--- src/rtl/oled_text_seq_if.sv ---
// Command word bus between the glyph sequencer and the IIC byte writer.
// One 24-bit word {slave addr, control byte, payload} moves on valid & ready.
interface oled_text_seq_if;
    logic        cmd_valid;
    logic [23:0] cmd_data;
    logic        cmd_ready;

    modport master (
        output cmd_valid,
        output cmd_data,
        input  cmd_ready
    );

    modport slave (
        input  cmd_valid,
        input  cmd_data,
        output cmd_ready
    );
endinterface

--- src/rtl/oled_text_seq.sv ---
// Glyph-string renderer for the SSD1306-class OLED path.
// Walks a descriptor list and, for every on-screen glyph, emits for each of
// its two pages a page command, two column commands and W font bytes
// (W = 8 or 16), one IIC word at a time. A glyph that would run past
// column 127 or start on page 7 is skipped and flagged in clip_err.
module oled_text_seq #(
    parameter int           NUM_GLYPHS = 16,
    parameter int           IDX_W      = 4,
    parameter int           CODE_W     = 6,
    parameter logic [7:0]   OLED_ADDR  = 8'h78
) (
    input  logic              sys_clk,
    input  logic              rst,
    input  logic              start,
    input  logic              abort,
    input  logic [IDX_W:0]    num_glyphs,
    output logic [IDX_W-1:0]  desc_idx,
    input  logic [CODE_W-1:0] desc_code,
    input  logic              desc_wide,
    input  logic              desc_inv,
    input  logic [6:0]        desc_x,
    input  logic [2:0]        desc_y,
    output logic [CODE_W-1:0] rom_code,
    output logic              rom_row,
    output logic [3:0]        rom_col,
    input  logic [7:0]        rom_data,
    oled_text_seq_if.master   cmd,
    output logic              busy,
    output logic              done,
    output logic              aborted,
    output logic              clip_err
);

    typedef enum logic [2:0] {
        IDLE, FETCH, PAGE, COLL, COLH, RDROM, DATA, NEXT
    } state_t;

    localparam logic [IDX_W:0] MAX_N = (IDX_W+1)'(NUM_GLYPHS);

    state_t              state;
    logic [IDX_W:0]      n_r;
    logic [CODE_W-1:0]   code_r;
    logic                wide_r;
    logic                inv_r;
    logic [6:0]          x_r;
    logic [2:0]          y_r;
    logic                row_r;
    logic                valid_r;
    logic [23:0]         cmd_r;
    logic                abort_pend;

    logic [7:0]          span_end;
    logic                clip;
    logic [3:0]          last_col;
    logic                xfer;
    logic                last_glyph;

    assign span_end   = {1'b0, desc_x} + (desc_wide ? 8'd16 : 8'd8);
    assign clip       = (span_end > 8'd128) || (desc_y == 3'd7);
    assign last_col   = wide_r ? 4'd15 : 4'd7;
    assign xfer       = valid_r & cmd.cmd_ready;
    assign last_glyph = (n_r == '0) || ({1'b0, desc_idx} == (n_r - 1'b1));

    // The font byte is taken straight from the ROM while in DATA; the ROM
    // address is frozen for the whole DATA state so the word cannot change
    // while it is waiting for the writer.
    assign cmd.cmd_valid = valid_r;
    assign cmd.cmd_data  = (state == DATA) ? {OLED_ADDR, 8'h40, rom_data ^ {8{inv_r}}}
                                           : cmd_r;

    // Sequencer: list walk, command/data word generation, abort at word boundaries.
    always_ff @(posedge sys_clk or posedge rst) begin
        if (rst) begin
            state      <= IDLE;
            n_r        <= '0;
            code_r     <= '0;
            wide_r     <= 1'b0;
            inv_r      <= 1'b0;
            x_r        <= '0;
            y_r        <= '0;
            row_r      <= 1'b0;
            valid_r    <= 1'b0;
            cmd_r      <= '0;
            abort_pend <= 1'b0;
            desc_idx   <= '0;
            rom_code   <= '0;
            rom_row    <= 1'b0;
            rom_col    <= '0;
            busy       <= 1'b0;
            done       <= 1'b0;
            aborted    <= 1'b0;
            clip_err   <= 1'b0;
        end else begin
            done    <= 1'b0;
            aborted <= 1'b0;
            if (state == IDLE) begin
                if (start) begin
                    n_r        <= (num_glyphs > MAX_N) ? MAX_N : num_glyphs;
                    desc_idx   <= '0;
                    row_r      <= 1'b0;
                    busy       <= 1'b1;
                    clip_err   <= 1'b0;
                    abort_pend <= 1'b0;
                    state      <= (num_glyphs == '0) ? NEXT : FETCH;
                end
            end else if ((abort || abort_pend) && (!valid_r || xfer)) begin
                state      <= IDLE;
                valid_r    <= 1'b0;
                busy       <= 1'b0;
                aborted    <= 1'b1;
                desc_idx   <= '0;
                row_r      <= 1'b0;
                abort_pend <= 1'b0;
            end else begin
                if (abort) begin
                    abort_pend <= 1'b1;
                end
                unique case (state)
                    FETCH: begin
                        code_r <= desc_code;
                        wide_r <= desc_wide;
                        inv_r  <= desc_inv;
                        x_r    <= desc_x;
                        y_r    <= desc_y;
                        if (clip) begin
                            clip_err <= 1'b1;
                            state    <= NEXT;
                        end else begin
                            valid_r <= 1'b1;
                            cmd_r   <= {OLED_ADDR, 8'h00, 8'hB0 | {5'b0, desc_y}};
                            state   <= PAGE;
                        end
                    end
                    PAGE: begin
                        if (xfer) begin
                            cmd_r <= {OLED_ADDR, 8'h00, 8'h00 | {4'b0, x_r[3:0]}};
                            state <= COLL;
                        end
                    end
                    COLL: begin
                        if (xfer) begin
                            cmd_r <= {OLED_ADDR, 8'h00, 8'h10 | {5'b0, x_r[6:4]}};
                            state <= COLH;
                        end
                    end
                    COLH: begin
                        if (xfer) begin
                            valid_r  <= 1'b0;
                            rom_code <= code_r;
                            rom_row  <= row_r;
                            rom_col  <= '0;
                            state    <= RDROM;
                        end
                    end
                    RDROM: begin
                        valid_r <= 1'b1;
                        state   <= DATA;
                    end
                    DATA: begin
                        if (xfer) begin
                            valid_r <= 1'b0;
                            if (rom_col < last_col) begin
                                rom_col <= rom_col + 4'd1;
                                state   <= RDROM;
                            end else if (!row_r) begin
                                row_r   <= 1'b1;
                                valid_r <= 1'b1;
                                cmd_r   <= {OLED_ADDR, 8'h00, 8'hB0 | {5'b0, y_r + 3'd1}};
                                state   <= PAGE;
                            end else begin
                                state <= NEXT;
                            end
                        end
                    end
                    NEXT: begin
                        row_r <= 1'b0;
                        if (last_glyph) begin
                            busy  <= 1'b0;
                            done  <= 1'b1;
                            state <= IDLE;
                        end else begin
                            desc_idx <= desc_idx + 1'b1;
                            state    <= FETCH;
                        end
                    end
                    IDLE:    ;
                    default: state <= IDLE;
                endcase
            end
        end
    end

endmodule

--- src/flat_wrapper.sv ---
// flat-port wrapper written by rule: the top's interface ports become plain ports
module oled_text_seq_flat 
#(
    parameter int           NUM_GLYPHS = 16,
    parameter int           IDX_W      = 4,
    parameter int           CODE_W     = 6,
    parameter logic [7:0]   OLED_ADDR  = 8'h78
)
  (sys_clk, rst, start, abort, num_glyphs, desc_idx, desc_code, desc_wide, desc_inv, desc_x, desc_y, rom_code, rom_row, rom_col, rom_data, busy, done, aborted, clip_err, cmd_cmd_valid, cmd_cmd_data, cmd_cmd_ready);
  oled_text_seq_if cmd_i ();
  input  logic sys_clk;
  input  logic rst;
  input  logic start;
  input  logic abort;
  input  logic [IDX_W:0] num_glyphs;
  output logic [IDX_W-1:0] desc_idx;
  input  logic [CODE_W-1:0] desc_code;
  input  logic desc_wide;
  input  logic desc_inv;
  input  logic [6:0] desc_x;
  input  logic [2:0] desc_y;
  output logic [CODE_W-1:0] rom_code;
  output logic rom_row;
  output logic [3:0] rom_col;
  input  logic [7:0] rom_data;
  output logic busy;
  output logic done;
  output logic aborted;
  output logic clip_err;
  output wire logic [$bits(cmd_i.cmd_valid)-1:0] cmd_cmd_valid;
  output wire logic [$bits(cmd_i.cmd_data)-1:0] cmd_cmd_data;
  input wire logic [$bits(cmd_i.cmd_ready)-1:0] cmd_cmd_ready;
  assign cmd_cmd_valid = cmd_i.cmd_valid;
  assign cmd_cmd_data = cmd_i.cmd_data;
  assign cmd_i.cmd_ready = cmd_cmd_ready;
  oled_text_seq #(.NUM_GLYPHS(NUM_GLYPHS), .IDX_W(IDX_W), .CODE_W(CODE_W), .OLED_ADDR(OLED_ADDR)) u_core (.sys_clk(sys_clk), .rst(rst), .start(start), .abort(abort), .num_glyphs(num_glyphs), .desc_idx(desc_idx), .desc_code(desc_code), .desc_wide(desc_wide), .desc_inv(desc_inv), .desc_x(desc_x), .desc_y(desc_y), .rom_code(rom_code), .rom_row(rom_row), .rom_col(rom_col), .rom_data(rom_data), .cmd(cmd_i), .busy(busy), .done(done), .aborted(aborted), .clip_err(clip_err));
endmodule
--- config.mk ---
export PLATFORM = sky130hd
export DESIGN_NAME = oled_text_seq_flat
export DESIGN_NICKNAME = d
export VERILOG_FILES = /design/src/rtl/oled_text_seq_if.sv /design/src/rtl/oled_text_seq.sv /design/src/flat_wrapper.sv
export SDC_FILE = /design/constraint.sdc
export NUM_CORES = 1
export LEC_CHECK = 0
export ABC_CLOCK_PERIOD_IN_PS = 2520
export CAP_MARGIN = 20
export CORE_ASPECT_RATIO = 2
export CORE_MARGIN = 2
export CORE_UTILIZATION = 49
export CTS_BUF_LIST = sky130_fd_sc_hd__clkbuf_8 sky130_fd_sc_hd__clkbuf_16
export CTS_CLUSTER_DIAMETER = 100
export CTS_CLUSTER_SIZE = 40
export DETAILED_ROUTE_END_ITERATION = 12
export PLACE_DENSITY = 0.86
export RECOVER_POWER = 50
export SKIP_CTS_REPAIR_TIMING = 1
export SLEW_MARGIN = 5
export SYNTH_ARGS = -nofsm -noshare
export SYNTH_HDL_FRONTEND = slang
export SYNTH_SLANG_ARGS = --single-unit
--- constraint.sdc ---
create_clock -name sys_clk -period 2.52 [get_ports sys_clk]
set_input_delay 0.252 -clock sys_clk [delete_from_list [all_inputs] [get_ports sys_clk]]
set_output_delay 0.252 -clock sys_clk [all_outputs]
set_load 0.03 [all_outputs]
Word level (Yosys, flattened, before mapping):

Cells that the tools add are included.

* output and inout bits: 44
* input port bits: 36
* register bits: 72

* reduce and logical (&&, ||, !) cells: 31
* multiplexer cells: 64
* bitwise gates (word level): 4
* equality and inequality tests: 28
* add/subtract/negate cells: 5
* magnitude comparators: 3

Operators by type and width (number)
* 2-to-1 mux 24 bit: 7
* case mux 24 bit (4 select lines): 1
* 2-to-1 mux 4 bit: 9
* 2-to-1 mux 3 bit: 11
* 2-to-1 mux 1 bit: 30
* case mux 3 bit (7 select lines): 1
* == test 3 bit, second input constant: 5
* inequality test 4 x 1 -> 1 bit, second input constant: 3
* AND reduction 4 bit: 3
* AND reduction 6 bit: 2
* logical NOT 5 bit: 2
* 2-to-1 mux 5 bit: 2
* inequality test 2 x 1 -> 1 bit, second input constant: 5
* inequality test 2 bit, second input constant: 5
* AND reduction 3 bit: 3
* AND reduction 9 bit: 1
* nonzero test 3 bit: 3
* nonzero test 9 bit: 1
* adder 4 x 1 -> 4 bit, second input constant: 2
* adder 7 x 8 -> 8 bit: 1
* greater-than comparator 8 bit, second input constant: 1
* case mux 4 bit (2 select lines): 1
* nonzero test 4 bit: 2
* bitwise XOR 8 bit: 1
* 24 further kinds: 33

Logic depth before layout (Yosys ltp):

Gate-level depths: netlist of run 1.

* word-level depth: 8
* gate-level depth with buffers: 9
* depth with buffers taken out: 8

Least setup slack after synthesis of run 1:

No wires, ideal clock.

* kind: reg-to-output
* start point: register u_core.state[0]
* end point: output port cmd_cmd_data[5]
* buffers on the path: 2
* data required time: 2268 ps
* cell stages (with the launch flop): 8
* slack: 345 ps
* arrival time: 1923 ps
* path through: dfrtp_1 nand2b_1 or2_2 clkbuf_1 inv_1 buf_2 nor2_1 a21oi_1

* cells in the longest elaborated chain, start to end: 2

Ends and longest elaborated chain
* start, declared: line oled_text_seq.sv:40 `state_t state;`
* start signal, assigned: line oled_text_seq.sv:104 `state <= (num_glyphs == '0) ? NEXT : FETCH;`
* == test 3 bit: line oled_text_seq.sv:68 `assign cmd.cmd_data = (state == DATA) ? {OLED_ADDR, 8'h40, rom_data ^ {8{inv_r}}}`
* 2-to-1 mux 24 bit: line oled_text_seq.sv:68
* end, declared: line flat_wrapper.sv:31 `output wire logic [$bits(cmd_i.cmd_data)-1:0] cmd_cmd_data;`

No other way between the ends.

Worst setup path in the final report of run 1:

* start point: register u_core.state[0]
* end point: output port cmd_cmd_data[1]

The elaborated chain is that of the path after synthesis.

==> results of run 1 <==
## kinds of logic after synthesis
family | Yosys count
compound gates | 75
simple gates | 88
fa+ha+maj | 8
other cells | 1
buf+inv | 43
xor+xnor | 16
mux | 33
flops | 55
## metrics by stage
step,hold WS (ns),cell area (um^2)
5_1_grt,0.491,4050
6_report,0.479,4050
4_1_cts,0.349,4070
3_5_place_dp,0.452,3920
2_1_floorplan,0.392,3180
3_3_place_gp,0.449,3920
## synth_stat cells (2+ instances only)
library cell / count
nor2_1: 15
buf_2: 8
xor2_1: 5
a211o_1: 2
a21o_1: 2
nand2b_1: 11
mux2i_1: 5
nand3_1: 7
xnor2_1: 11
a22o_1: 2
a21oi_1: 15
nor3_1: 3
o22ai_1: 4
nand2_1: 32
nor2b_1: 4
a211oi_1: 3
mux2_2: 28
clkbuf_1: 4
dfrtp_1: 55
or3_1: 3
or4_1: 3
or2_2: 2
o21ai_0: 26
o31ai_1: 2
ha_1: 7
and3_1: 3
o21a_1: 2
inv_1: 15
buf_4: 14
a31oi_1: 3
## area by class of cell
type | count | area [um^2]
Clock buffer | 5 | 125
Timing Repair Buffer | 83 | 788
Inverter | 15 | 56.3
Sequential cell | 55 | 1380
Clock inverter | 3 | 25.0
Multi-Input combinational cell | 231 | 1580
Tap cell | 86 | 108
Fill cell | 522 | 2200
## worst max-delay path: stages, from the launching register on
cell and delay, ns:
dfrtp_1 0.39, nand2b_1 0.22, or2_2 0.42, o21ai_0 0.18, clkdlybuf4s50_1 0.69
## flip-flops by register name (all words and copies together), names as in the netlist, 3 cells and up
signal / cells
u_core.rom_code: 6
u_core.code_r: 6
u_core.state: 3
u_core.x_r: 7
u_core.rom_col: 4
u_core.desc_idx: 4
u_core.n_r: 5
u_core.y_r: 3
u_core.cmd_r: 7
## worst max-delay path by stage
stage | start | end | slack (ns)
after CTS | u_core.state[0]$_DFFE_PP0P_ | cmd_cmd_data[4] | 0.05
after detailed placement | desc_wide | u_core.cmd_r[7]$_DFFE_PP0P_ | -0.13
final | u_core.state[0]$_DFFE_PP0P_ | cmd_cmd_data[1] | 0.07
after global routing | u_core.state[0]$_DFFE_PP0P_ | cmd_cmd_data[0] | 0.0008
after floorplan | u_core.state[0]$_DFFE_PP0P_ | cmd_cmd_data[5] | 0.34
after global placement | desc_wide | u_core.cmd_r[21]$_DFFE_PP0P_ | -0.06
## metal layers
layer / global-route usage / part of all wire / vias up
li1: - / - / 1238
met2: 0.396 / 0.57 / 91
met5: 0 / 0 / -
met3: 0.0408 / 0.046 / 17
met4: 0.111 / 0.035 / 0
met1: 0.246 / 0.35 / 1256
## power by group
group          internal (uW)  switching (uW)  total, uW  leakage (uW)
Sequential              1200             238       1440      0.000705
Combinational            978            1310       2290       0.00105
Clock                    372             339        711     0.0000700
Total                   2550            1890       4440       0.00182
==> metrics, run 1 <==
Die W=approximately 61 um; final setup fails=0; hold worst-path end=u_core.cmd_r[21]$_DFFE_PP0P_; Synth Area in Adders=0.0342; Worst Hold Class=reg -> reg; Mapped Cells=around 320; synthesized flop and latch total=between 50 and 60; minimum clock period=2.45 ns; RSZ-0062 raised after global routing=no; first drt pass iteration count=4; yosys warns=0; most common cell after layout, fill and taps aside=dfrtp_1; Port Buffers=68; Reg2Reg Launch Point=u_core.wide_r$_DFFE_PP0P_; pwr dens=about 1100 mW/mm^2; Worst Tran Pin Value=0.982 ns; CP Max Fanout=12; Fin. Hold Viols=0; Die Ht=~120 um; Power Total=~4400 uW; RR Endpoint=u_core.cmd_r[7]$_DFFE_PP0P_; largest family of logic cells by synthesized area=compound AO/OA/AOI/OAI gates; clk slew on worst S/H paths=about 0.07 ns; Post-Syn Area=~0.0031 mm^2; Die Area=roughly 0.0071 mm^2; layout cells sized above 1=0.153; Worst Path Arrival=about 2.2 ns; FF-to-FF path depth=7; fin cells=around 480; mux share of post-synthesis cell area=0.116; Post-Place Cells=470; number of synthesized flops with an enable pin=0; ANT nets after route=0; Tcrit/Tclk final=0.973; min setup slack post-route=between 0.06 and 0.07 ns; Post-Synth Simple-Gate Area=0.137; CP startpoint kind=flip-flop; vias in the first global route=2588; r2r setup slk=around 0.40 ns; Yosys top cell by area=dfrtp_1; setup TNS=0 ns; type of the worst setup path=reg -> out; Crit. End Element=output pin; maximum clock frequency=408 MHz; DP Worst Slack=-0.128 ns; Layout Nets=435; Layout area overhead=28.9%; Main synth FF type=dfrtp_1; status=complete, no violations; clock tree from TritonCTS=done; Max IR drop VDD=690 uV; XOR/XNOR Fraction of Synth Area=0.0446; via-per-instance ratio=between 5 and 6; Worst EP required=roughly 2.3 ns; Vias=roughly 2600; Routed WL=7360 um; ys async rst share=1.00; worst hold stages=1; antenna cells=0; GR Overflow Total=0; clk sink count=55; CTS Buf Count=5; Final Slew Violations=0; fin util=0.648; Clock Latency Late Sink=~0.31 ns; largest cells by area after synthesis=dfrtp_1 (44%), mux2_2 (10%), o21ai_0 (4.1%); GRT Total Usage=0.226; # DRC=0; first-pass GRT wire length=between 10000 and 15000 um; Root Buffer=clkbuf_16; initial core utilization=0.503; H-tree depth=2; clock skew=between 0.007 and 0.008 ns; Rel. slew slack=0.344; WL/cell=~15 um; initial DRC count=between 80 and 90; Final HPWL DP=approximately 5700 um; hold path startpoint=u_core.cmd_r[21]$_DFFE_PP0P_; # IOs=80; antenna violations before repair=0; most frequent cells in the layout=dfrtp_1 (55), clkdlybuf4s50_1 (50), nand2_1 (32); post-synthesis compound-gate area fraction=0.156; largest net degree at the start of global routing=32; Max clock buf depth=2; post-synthesis sequential area ratio=0.438; Std-Cell Rows=41; placer congestion estimate=slightly above 0.9; Synth top area share=0.438; Post-Syn Area per Cell=9.86 um^2; Leak=~0.0018 uW; core area=0.00626 mm^2; Max Cap Viol=0; post-synthesis cell type count=53
Power figures use the tool's default switching activity.
==> run 2: changes to the inputs <==
- SETUP_SLACK_MARGIN: unset -> 0.1
==> metrics, run 2 (synthesized netlist as in run 1, its figures left out) <==
Worst EP required=2.71 ns (+0.44 ns); largest registers=u_core.cmd_r x7, u_core.x_r x7; CP max stage delay=0.49 ns (-0.20 ns); Die Ht=117 um (unchanged); RSZ-0062 raised after global routing=no; worst-path cell chain=clkdlybuf4s50_1 > inv_1 > ha_1 > inv_1 > fa_1 > a211oi_2 > o211ai_1 > and3_2 > mux2_2; maximum clock frequency=433 MHz (+6.3%); Layout area overhead=29.9%; WL/cell=15.3 um (-0.26%); Final HPWL DP=5700 um (unchanged); sequential share of power=0.324 (about the same); pwr dens=1090 mW/mm^2 (-0.85%); most frequent cells in the layout=dfrtp_1 (55), clkdlybuf4s50_1 (43), nand2_1 (32); crit path max-delay cell type=fa_1; clk slew on worst S/H paths=0.07 ns (about the same); Std-Cell Rows=41 (unchanged); vias in the first global route=2588 (unchanged); Max Cap Viol=0 (unchanged); Clock Latency Late Sink=0.30 ns (about the same); Vias=2603 (+0.038%); Most common cell on crit path=inv_1; Switching Share=0.426 (+0.000863); r2r setup slk=0.42 ns (+0.02 ns); CP Max Fanout=6 (-6); Crit. End Element=flip-flop; Worst Tran Pin Value=0.986 ns (+0.00335 ns); clock tree from TritonCTS=done; Rel. slew slack=0.342 (-0.00224); CTS Buf Count=5 (unchanged); Port Buffers=68 (unchanged); clk sink count=55 (unchanged); Die Area=0.00712 mm^2 (unchanged); worst hold stages=1 (unchanged); Fin. Hold Viols=0 (unchanged); GR Overflow Total=0 (unchanged); Tcrit/Tclk final=0.916 (-0.0576); first drt pass iteration count=4 (unchanged); Final Slew Violations=0 (unchanged); # IOs=80 (unchanged); antenna cells=0 (unchanged); Worst Path Arrival=2.50 ns (+0.30 ns); # DRC=0 (unchanged); largest net degree at the start of global routing=32 (unchanged); initial core utilization=0.503 (unchanged); Clk pwr share=0.161 (about the same); Max clock buf depth=2 (unchanged); hold path startpoint=u_core.cmd_r[21]$_DFFE_PP0P_; Die W=60.7 um (unchanged); Reg2Reg Launch Point=u_core.n_r[0]$_DFFE_PP0P_; initial DRC count=84 (+3.7%); type of the worst setup path=in -> reg; via-per-instance ratio=5.45 (about the same); ANT nets after route=0 (unchanged); clock skew=0.00575 ns (-0.00129 ns); GRT Total Usage=0.226 (unchanged); status=complete, no violations; Psw=1890 uW (+0.12%); Int Pwr=2550 uW (-0.24%); Leak=0.00186 uW (+2.4%); Routed WL=7340 um (-0.26%); fin util=0.653 (+0.00500); core area=0.00626 mm^2 (unchanged); Worst Hold Class=reg -> reg; Power Total=4440 uW (about the same); Hold Slack=0.480 ns (+0.000791 ns); Max IR drop VDD=641 uV (-7.1%); CP startpoint kind=input port; RR Endpoint=u_core.state[0]$_DFFE_PP0P_; most common cell after layout, fill and taps aside=dfrtp_1; first-pass GRT wire length=12200 um (unchanged); setup TNS=0 ns (unchanged); Layout Nets=435 (unchanged); minimum clock period=2.31 ns (-0.145 ns); placer congestion estimate=0.922 (unchanged); hold worst-path end=u_core.cmd_r[21]$_DFFE_PP0P_; antenna violations before repair=0 (unchanged); final setup fails=0 (unchanged); layout cells sized above 1=0.163 (+0.0102); Gate power share=0.515 (about the same); H-tree depth=2 (unchanged); FF-to-FF path depth=7 (unchanged); Root Buffer=clkbuf_16
==> run 2: cell types whose count changed in the layout (fill, tap and decap cells not counted) <==
cell             before  now
and3_1                3    2
clkdlybuf4s50_1      50   43
clkinvlp_4            1    2
inv_1                15   14
and3_2                0    1
a211oi_2              0    1
a211oi_1              3    2
nor4_1                1    0
nor4_2                0    1
dlygate4sd3_1        11   12
dlymetal6s2s_1        2    8
==> run 2: worst max-delay path: cells and delay by family <==
kind | cells | cell delay (ns)
buffers and inverters | 3 | 0.57
AND/OR/NAND/NOR | 1 | 0.30
multiplexers | 1 | 0.35
AO/OA/AOI/OAI | 2 | 0.35
adder cells (fa/ha/maj) | 2 | 0.66
==> run 2: worst max path at each step <==
stage	startpoint	endpoint	slack (ns)	depth (start not counted)
2_1_floorplan	u_core.state[0]$_DFFE_PP0P_	cmd_cmd_data[5]	0.34	7
3_3_place_gp	desc_wide	u_core.cmd_r[21]$_DFFE_PP0P_	-0.06	9
3_5_place_dp	desc_wide	u_core.cmd_r[7]$_DFFE_PP0P_	-0.13	9
4_1_cts	u_core.state[0]$_DFFE_PP0P_	cmd_cmd_data[4]	0.05	4
5_1_grt	desc_wide	u_core.cmd_r[7]$_DFFE_PP0P_	0.12	9
6_report	desc_wide	u_core.cmd_r[7]$_DFFE_PP0P_	0.21	9
==> run 2: metal layers <==
| metal | part of all wire | vias up | wire length [um] | track usage |
|---|---|---|---|---|
| met5 | 0 | - | 0 | 0 |
| met4 | 0.037 | 0 | 269 | 0.111 |
| met3 | 0.051 | 20 | 376 | 0.0408 |
| met2 | 0.57 | 93 | 4150 | 0.396 |
| met1 | 0.35 | 1258 | 2540 | 0.246 |
| li1 | - | 1232 | - | - |
==> run 2: layout make-up <==
class | count | area, um^2
inverters | 15 | 60.1
multi-input cells | 231 | 1590
repair buffers | 83 | 803
clock buffers | 5 | 125
clock inverters | 3 | 25.0
well taps | 86 | 108
flip-flops and latches | 55 | 1380
fillers | 513 | 2170
==> run 2: power groups by stage <==
stage / sequential, uW / clock (uW) / combinational [uW]
5_1_grt: 1490 / 761 / 2490
3_5_place_dp: 1460 / 0 / 2320
3_3_place_gp: 1440 / 0 / 2260
2_1_floorplan: 1490 / 0 / 1580
4_1_cts: 1440 / 728 / 2340
6_report: 1440 / 713 / 2290
==> run 2: stage by stage <==
step | worst slack, ns | cells | area [um^2]
finish | 0.212 | 478 | 4090
global route | 0.122 | 478 | 4090
CTS | 0.0531 | 478 | 4070
detailed placement | -0.128 | 470 | 3920
global placement | -0.0607 | 470 | 3920
floorplan | 0.345 | 329 | 3180
